--- src/rtl/adc_channel_sequencer.sv ---
// Scans enabled ADC channels once per sample period, requests conversions and tags returned samples.
// Optional ADC_SEQ_AVG_EN: four conversions per channel, averaged (truncated) before output.
module adc_channel_sequencer #(
  parameter int SAMPLE_PERIOD  = 50000,
  parameter int TIMEOUT_CYCLES = 4096,
  parameter int GUARD_CYCLES   = 4
) (
  input  logic        i_clk,
  input  logic        i_rst,
  input  logic        i_enable,
  input  logic [7:0]  i_chan_mask,
  input  logic        i_unipolar,
  output logic [5:0]  o_tx_bits,
  output logic        o_convert_en,
  input  logic        i_rx_dv,
  input  logic [11:0] i_rx_data,
  output logic        o_sample_dv,
  output logic [2:0]  o_sample_chan,
  output logic [11:0] o_sample_data,
  output logic        o_busy,
  output logic        o_timeout_err,
  output logic [2:0]  o_state
);

  localparam int PW = (SAMPLE_PERIOD > 2) ? $clog2(SAMPLE_PERIOD) : 1;
  localparam int TW = $clog2(TIMEOUT_CYCLES + 1);
  localparam int GW = $clog2(GUARD_CYCLES + 1);

  typedef enum logic [2:0] {
    IDLE    = 3'd0,
    SCAN    = 3'd1,
    ISSUE   = 3'd2,
    WAIT_DV = 3'd3,
    EMIT    = 3'd4,
    GUARD   = 3'd5
  } state_t;

  state_t        state;
  logic [PW-1:0] period_cnt;
  logic          tick;
  logic [3:0]    ptr;
  logic [2:0]    chan;
  logic [TW-1:0] to_cnt;
  logic [GW-1:0] guard_cnt;
  logic          more_conv;

  assign o_state = state;

  // Handshake: o_convert_en is a single-cycle request; i_rx_dv is a single-cycle
  // response accepted only in WAIT_DV; o_sample_dv qualifies chan/data for one cycle.
  function automatic logic [5:0] cfg_word(input logic [2:0] c, input logic uni);
    return {1'b1, c[0], c[2], c[1], uni, 1'b0};
  endfunction

  assign tick = i_enable && (period_cnt == PW'(SAMPLE_PERIOD - 1));

  always_ff @(posedge i_clk or posedge i_rst) begin
    if (i_rst)          period_cnt <= '0;
    else if (!i_enable) period_cnt <= '0;
    else if (tick)      period_cnt <= '0;
    else                period_cnt <= period_cnt + 1'b1;
  end

`ifdef ADC_SEQ_AVG_EN
  logic [13:0] acc;
  logic [13:0] acc_sum;
  logic [1:0]  conv_idx;
  assign acc_sum   = acc + {2'b00, i_rx_data};
  assign more_conv = (conv_idx != 2'd0);
`else
  assign more_conv = 1'b0;
`endif

  always_ff @(posedge i_clk or posedge i_rst) begin
    if (i_rst) begin
      state         <= IDLE;
      ptr           <= '0;
      chan          <= '0;
      to_cnt        <= '0;
      guard_cnt     <= '0;
      o_tx_bits     <= '0;
      o_convert_en  <= 1'b0;
      o_sample_dv   <= 1'b0;
      o_sample_chan <= '0;
      o_sample_data <= '0;
      o_busy        <= 1'b0;
      o_timeout_err <= 1'b0;
`ifdef ADC_SEQ_AVG_EN
      acc           <= '0;
      conv_idx      <= '0;
`endif
    end else begin
      o_convert_en <= 1'b0;
      o_sample_dv  <= 1'b0;
      case (state)
        IDLE: begin
          if (tick && (i_chan_mask != 8'd0)) begin
            state  <= SCAN;
            ptr    <= '0;
            o_busy <= 1'b1;
          end
        end
        SCAN: begin
          if (!i_enable || ptr[3]) begin
            state  <= IDLE;
            o_busy <= 1'b0;
          end else if (i_chan_mask[ptr[2:0]]) begin
            chan         <= ptr[2:0];
            o_tx_bits    <= cfg_word(ptr[2:0], i_unipolar);
            o_convert_en <= 1'b1;
            to_cnt       <= '0;
            state        <= ISSUE;
`ifdef ADC_SEQ_AVG_EN
            acc          <= '0;
            conv_idx     <= '0;
`endif
          end else begin
            ptr <= ptr + 4'd1;
          end
        end
        ISSUE: begin
          // The timeout window is measured from the request cycle itself.
          to_cnt <= to_cnt + 1'b1;
          state  <= WAIT_DV;
        end
        WAIT_DV: begin
          if (i_rx_dv) begin
`ifdef ADC_SEQ_AVG_EN
            if (conv_idx == 2'd3) begin
              o_sample_dv   <= 1'b1;
              o_sample_chan <= chan;
              o_sample_data <= acc_sum[13:2];
              conv_idx      <= '0;
              state         <= EMIT;
            end else begin
              acc       <= acc_sum;
              conv_idx  <= conv_idx + 2'd1;
              guard_cnt <= '0;
              state     <= GUARD;
            end
`else
            o_sample_dv   <= 1'b1;
            o_sample_chan <= chan;
            o_sample_data <= i_rx_data;
            state         <= EMIT;
`endif
          end else if (to_cnt == TW'(TIMEOUT_CYCLES - 1)) begin
            o_timeout_err <= 1'b1;
            guard_cnt     <= '0;
            state         <= GUARD;
`ifdef ADC_SEQ_AVG_EN
            conv_idx      <= '0;
`endif
          end else begin
            to_cnt <= to_cnt + 1'b1;
          end
        end
        EMIT: begin
          guard_cnt <= '0;
          state     <= GUARD;
        end
        GUARD: begin
          if (guard_cnt == GW'(GUARD_CYCLES - 1)) begin
            if (more_conv) begin
              o_tx_bits    <= cfg_word(chan, i_unipolar);
              o_convert_en <= 1'b1;
              to_cnt       <= '0;
              state        <= ISSUE;
            end else if ((chan == 3'd7) || !i_enable) begin
              state  <= IDLE;
              o_busy <= 1'b0;
            end else begin
              ptr   <= {1'b0, chan} + 4'd1;
              state <= SCAN;
            end
          end else begin
            guard_cnt <= guard_cnt + 1'b1;
          end
        end
        default: state <= IDLE;
      endcase
    end
  end

endmodule
--- config.mk ---
export PLATFORM = sky130hd
export DESIGN_NAME = adc_channel_sequencer
export DESIGN_NICKNAME = d
export VERILOG_FILES = /design/src/rtl/adc_channel_sequencer.sv
export SDC_FILE = /design/constraint.sdc
export NUM_CORES = 1
export LEC_CHECK = 0
export BUFFER_PORTS_ARGS = -buffer_cell sky130_fd_sc_hd__buf_2
export CAP_MARGIN = 30
export CORE_MARGIN = 4
export CORE_UTILIZATION = 45
export DETAILED_ROUTE_END_ITERATION = 10
export PLACE_DENSITY = 0.77
export SLEW_MARGIN = 20
export SYNTH_ARGS = -nofsm -noshare
export SYNTH_HDL_FRONTEND = slang
export SYNTH_SLANG_ARGS = --single-unit
--- constraint.sdc ---
create_clock -name i_clk -period 2.8 [get_ports i_clk]
set_input_delay 0.14 -clock i_clk [delete_from_list [all_inputs] [get_ports i_clk]]
set_output_delay 0.14 -clock i_clk [all_outputs]
set_load 0.05 [all_outputs]
==> qor.txt <==
Status -> finished clean
Number of synthesized flops with an enable pin -> 0
Worst Setup Slack, final -> 0.570 ns
Post-synthesis simple-gate area fraction -> 18.3%
Post-route insts no fill -> 444
TritonCTS clock tree -> done
Post-CTS Setup Inserts -> 0
Sequential Area -> 0.00158 sq mm
Dpl ws -> 0.622 ns
Layout net count -> 389
Cell taking the most area after synthesis -> dfrtp_1
Via count of the routed design -> 2473
Complex-gate fraction of the synthesized area -> 11.9%
Post-synth top area share -> 50.6%
Core ar. -> 0.00676 sq mm
Main combinational cell family by area after synthesis -> simple AND/OR/NAND/NOR gates
Die X -> 91.2 um
Clock tree buffer depth -> 2
Skew final -> 0.00802 ns
Yosys reg bits -> 63
Initial Util -> 46.1%
Startpoint types -> flop
Largest net degree at the start of global routing -> 44
Max Fclk -> 449 MHz
Asr flop ratio synth -> 100%
PortBufs -> 51
Clock Sinks -> 63
Post-synthesis adder-cell area fraction -> 2.01%
DRC -> 0
Fin crit period -> 2.23 ns
Max-cap violations -> 0
Vias in the first global route -> 2514
Final period util -> 79.6%
Crit path kind -> flop to flop
Initial antenna violation count -> 0
Rel. slew slack -> 62.1%
Global-route wire length before repair -> 11600 um
Unrepaired setup endpoints after global routing -> no
Post-Route WL -> 6590 um
Distinct cell type count after synthesis -> 51
Fin. max-slew vios -> 0
Vias per cell -> 5.57
Final Core Density -> 54.6%
Multiplexer share of the synthesized area -> 9.87%
Clock-pin slew on the worst setup and hold paths -> 0.07 ns
Leakage power -> 1.79 nW
CP required -> 3.06 ns
Placed cell count -> 426
Cts bufs inserted -> 9
I/O pins -> 53
Mapped Nets -> 329
HPWL after DPL -> 4770 um
Final setup TNS -> 0 ns
WP data arrival -> 2.49 ns
Finished layout cell area -> 0.00369 sq mm
Mapped Avg Cell Area -> 10.4 sq um
Cts hold-fix bufs -> 0
Fill count -> 592
Worst Tran Pin Value -> 0.569 ns
Cell with the most instances after synthesis -> dfrtp_1
Hold Vio Cnt, Final -> 0
Crit end category -> flop
Setup violations, final -> 0
Clock root cell -> clkbuf_8
Post-DP Area -> 0.00346 sq mm
Final ANT Viol Nets -> 0
Post-synthesis cell area -> 0.00312 sq mm
WL per Instance -> 14.8 um
Tot GR Track Use -> 17.1%
Cell count after synthesis -> 299
Main area contributors after synthesis -> dfrtp_1 (51%), mux2_2 (7.9%), nor2_1 (3.7%), nand3_1 (2.9%), xor2_1 (2.5%)
Worst hold path type -> input pin to flop
Post-Synth XOR/XNOR Area -> 4.21%
Share of cells above drive strength 1 -> 28.6%
Skew-Pair Late Insertion Delay -> 0.34 ns
Die area -> 0.00832 sq mm
Multi-input gate area -> 0.00145 sq mm
Row count -> 30
# diodes -> 0
Layout area overhead -> 18.3%
# resized after CTS -> 0
Die H -> 91.2 um
H-tree levels -> 3
P per Cell Area -> 482 mW/mm^2
Register area share after synthesis -> 50.6%
TritonRoute pass-1 iters -> 4
Commonest cells post-synth -> dfrtp_1 (63), nor2_1 (31), mux2_2 (22)
Remaining global-route overflow -> 0
Worst VDD drop -> 0.388 mV
Synth Flop Type -> dfrtp_1
Placer Congestion -> 0.848
YS warnings -> 0
Initial DRC Count -> 120
Critical path fanouts, max -> 12
layout by cell type, fill, tap and decap left out, types with 9 or more instances in the layout:
cell type	synthesis	routed
a31oi_1	9	9
inv_1	11	10
nand2_1	19	19
a21oi_1	13	13
xor2_1	9	9
mux2_2	22	22
dfrtp_1	63	63
nand3_1	18	18
buf_2	3	51
clkbuf_8	0	10
nor2_1	31	31
metal layers:
layer / global-route usage (%) / wire [um] / share of wire (%) / vias to the layer above
met1: 21.3 / 2880 / 44 / 1199
li1: - / - / - / 1205
met5: 0 / 0 / 0 / -
met4: 5.15 / 92 / 1.4 / 0
met2: 28.1 / 3270 / 50 / 59
met3: 6.05 / 355 / 5.4 / 10
area by class of cell:
class                      count  area share (%)
clock buffer                  10            3.73
inverter                      12            1.22
multi-input combinational    215            39.2
sequential                    63            42.7
timing repair buffer          58            8.75
tap                           80            2.71
clock inverter                 6            1.63
flip-flops by register name (all words and copies together), names as in the netlist:
signal / flops
guard_cnt: 3
o_state: 3
o_sample_chan: 3
o_sample_data: 12
period_cnt: 16
o_timeout_err: 1
to_cnt: 13
chan: 2
o_convert_en: 1
o_busy: 1
ptr: 4
o_sample_dv: 1
o_tx_bits: 3
cell families after synthesis:
kind of cell,after synthesis
xor gates and xnor gates,15
DFF,63
and+or+nand+nor,113
buffers and inverters,21
AOI/OAI and AO/OA,53
other,1
adders and majority gates,5
muxes,28
power by group:
part	internal [mW]	total [mW]	switching [mW]	leakage (nW)
sequential	0.916	0.923	0.00698	0.844
clock	0.430	0.778	0.348	0.0981
combinational	0.0270	0.0771	0.0501	0.847
total	1.37	1.78	0.405	1.79
worst paths after layout:
check                           slack, ns  cells after the start          endpoint           from
worst max register to register       0.57                      7         to_cnt[6]      to_cnt[0]
worst min-delay path                 0.03                      2  o_sample_data[4]   i_rx_data[4]
max in group asynchronous            2.02                      4         to_cnt[2]          i_rst
min in group asynchronous            0.27                      3      o_tx_bits[3]          i_rst
worst max-delay path                 0.57                      7         to_cnt[6]      to_cnt[0]
worst min register to register       0.47                      1     o_timeout_err  o_timeout_err
stage by stage:
stage / power (mW) / hold WS, ns
after floorplan: 0.981 / 0.269
after global placement: 1.01 / 0.361
after detailed placement: 1.01 / 0.366
after CTS: 1.79 / 0.00417
after global routing: 1.85 / 0.00658
final: 1.78 / 0.0305
critical path: stages, from the launching register on:
cell     delay (ns)
dfrtp_1        0.41
ha_1           0.25
nand3_2        0.19
o41ai_4        0.43
o21ai_2        0.25
a21oi_2        0.24
inv_2          0.15
a31oi_1        0.21
No activity file was read; power rests on OpenSTA's default activity.
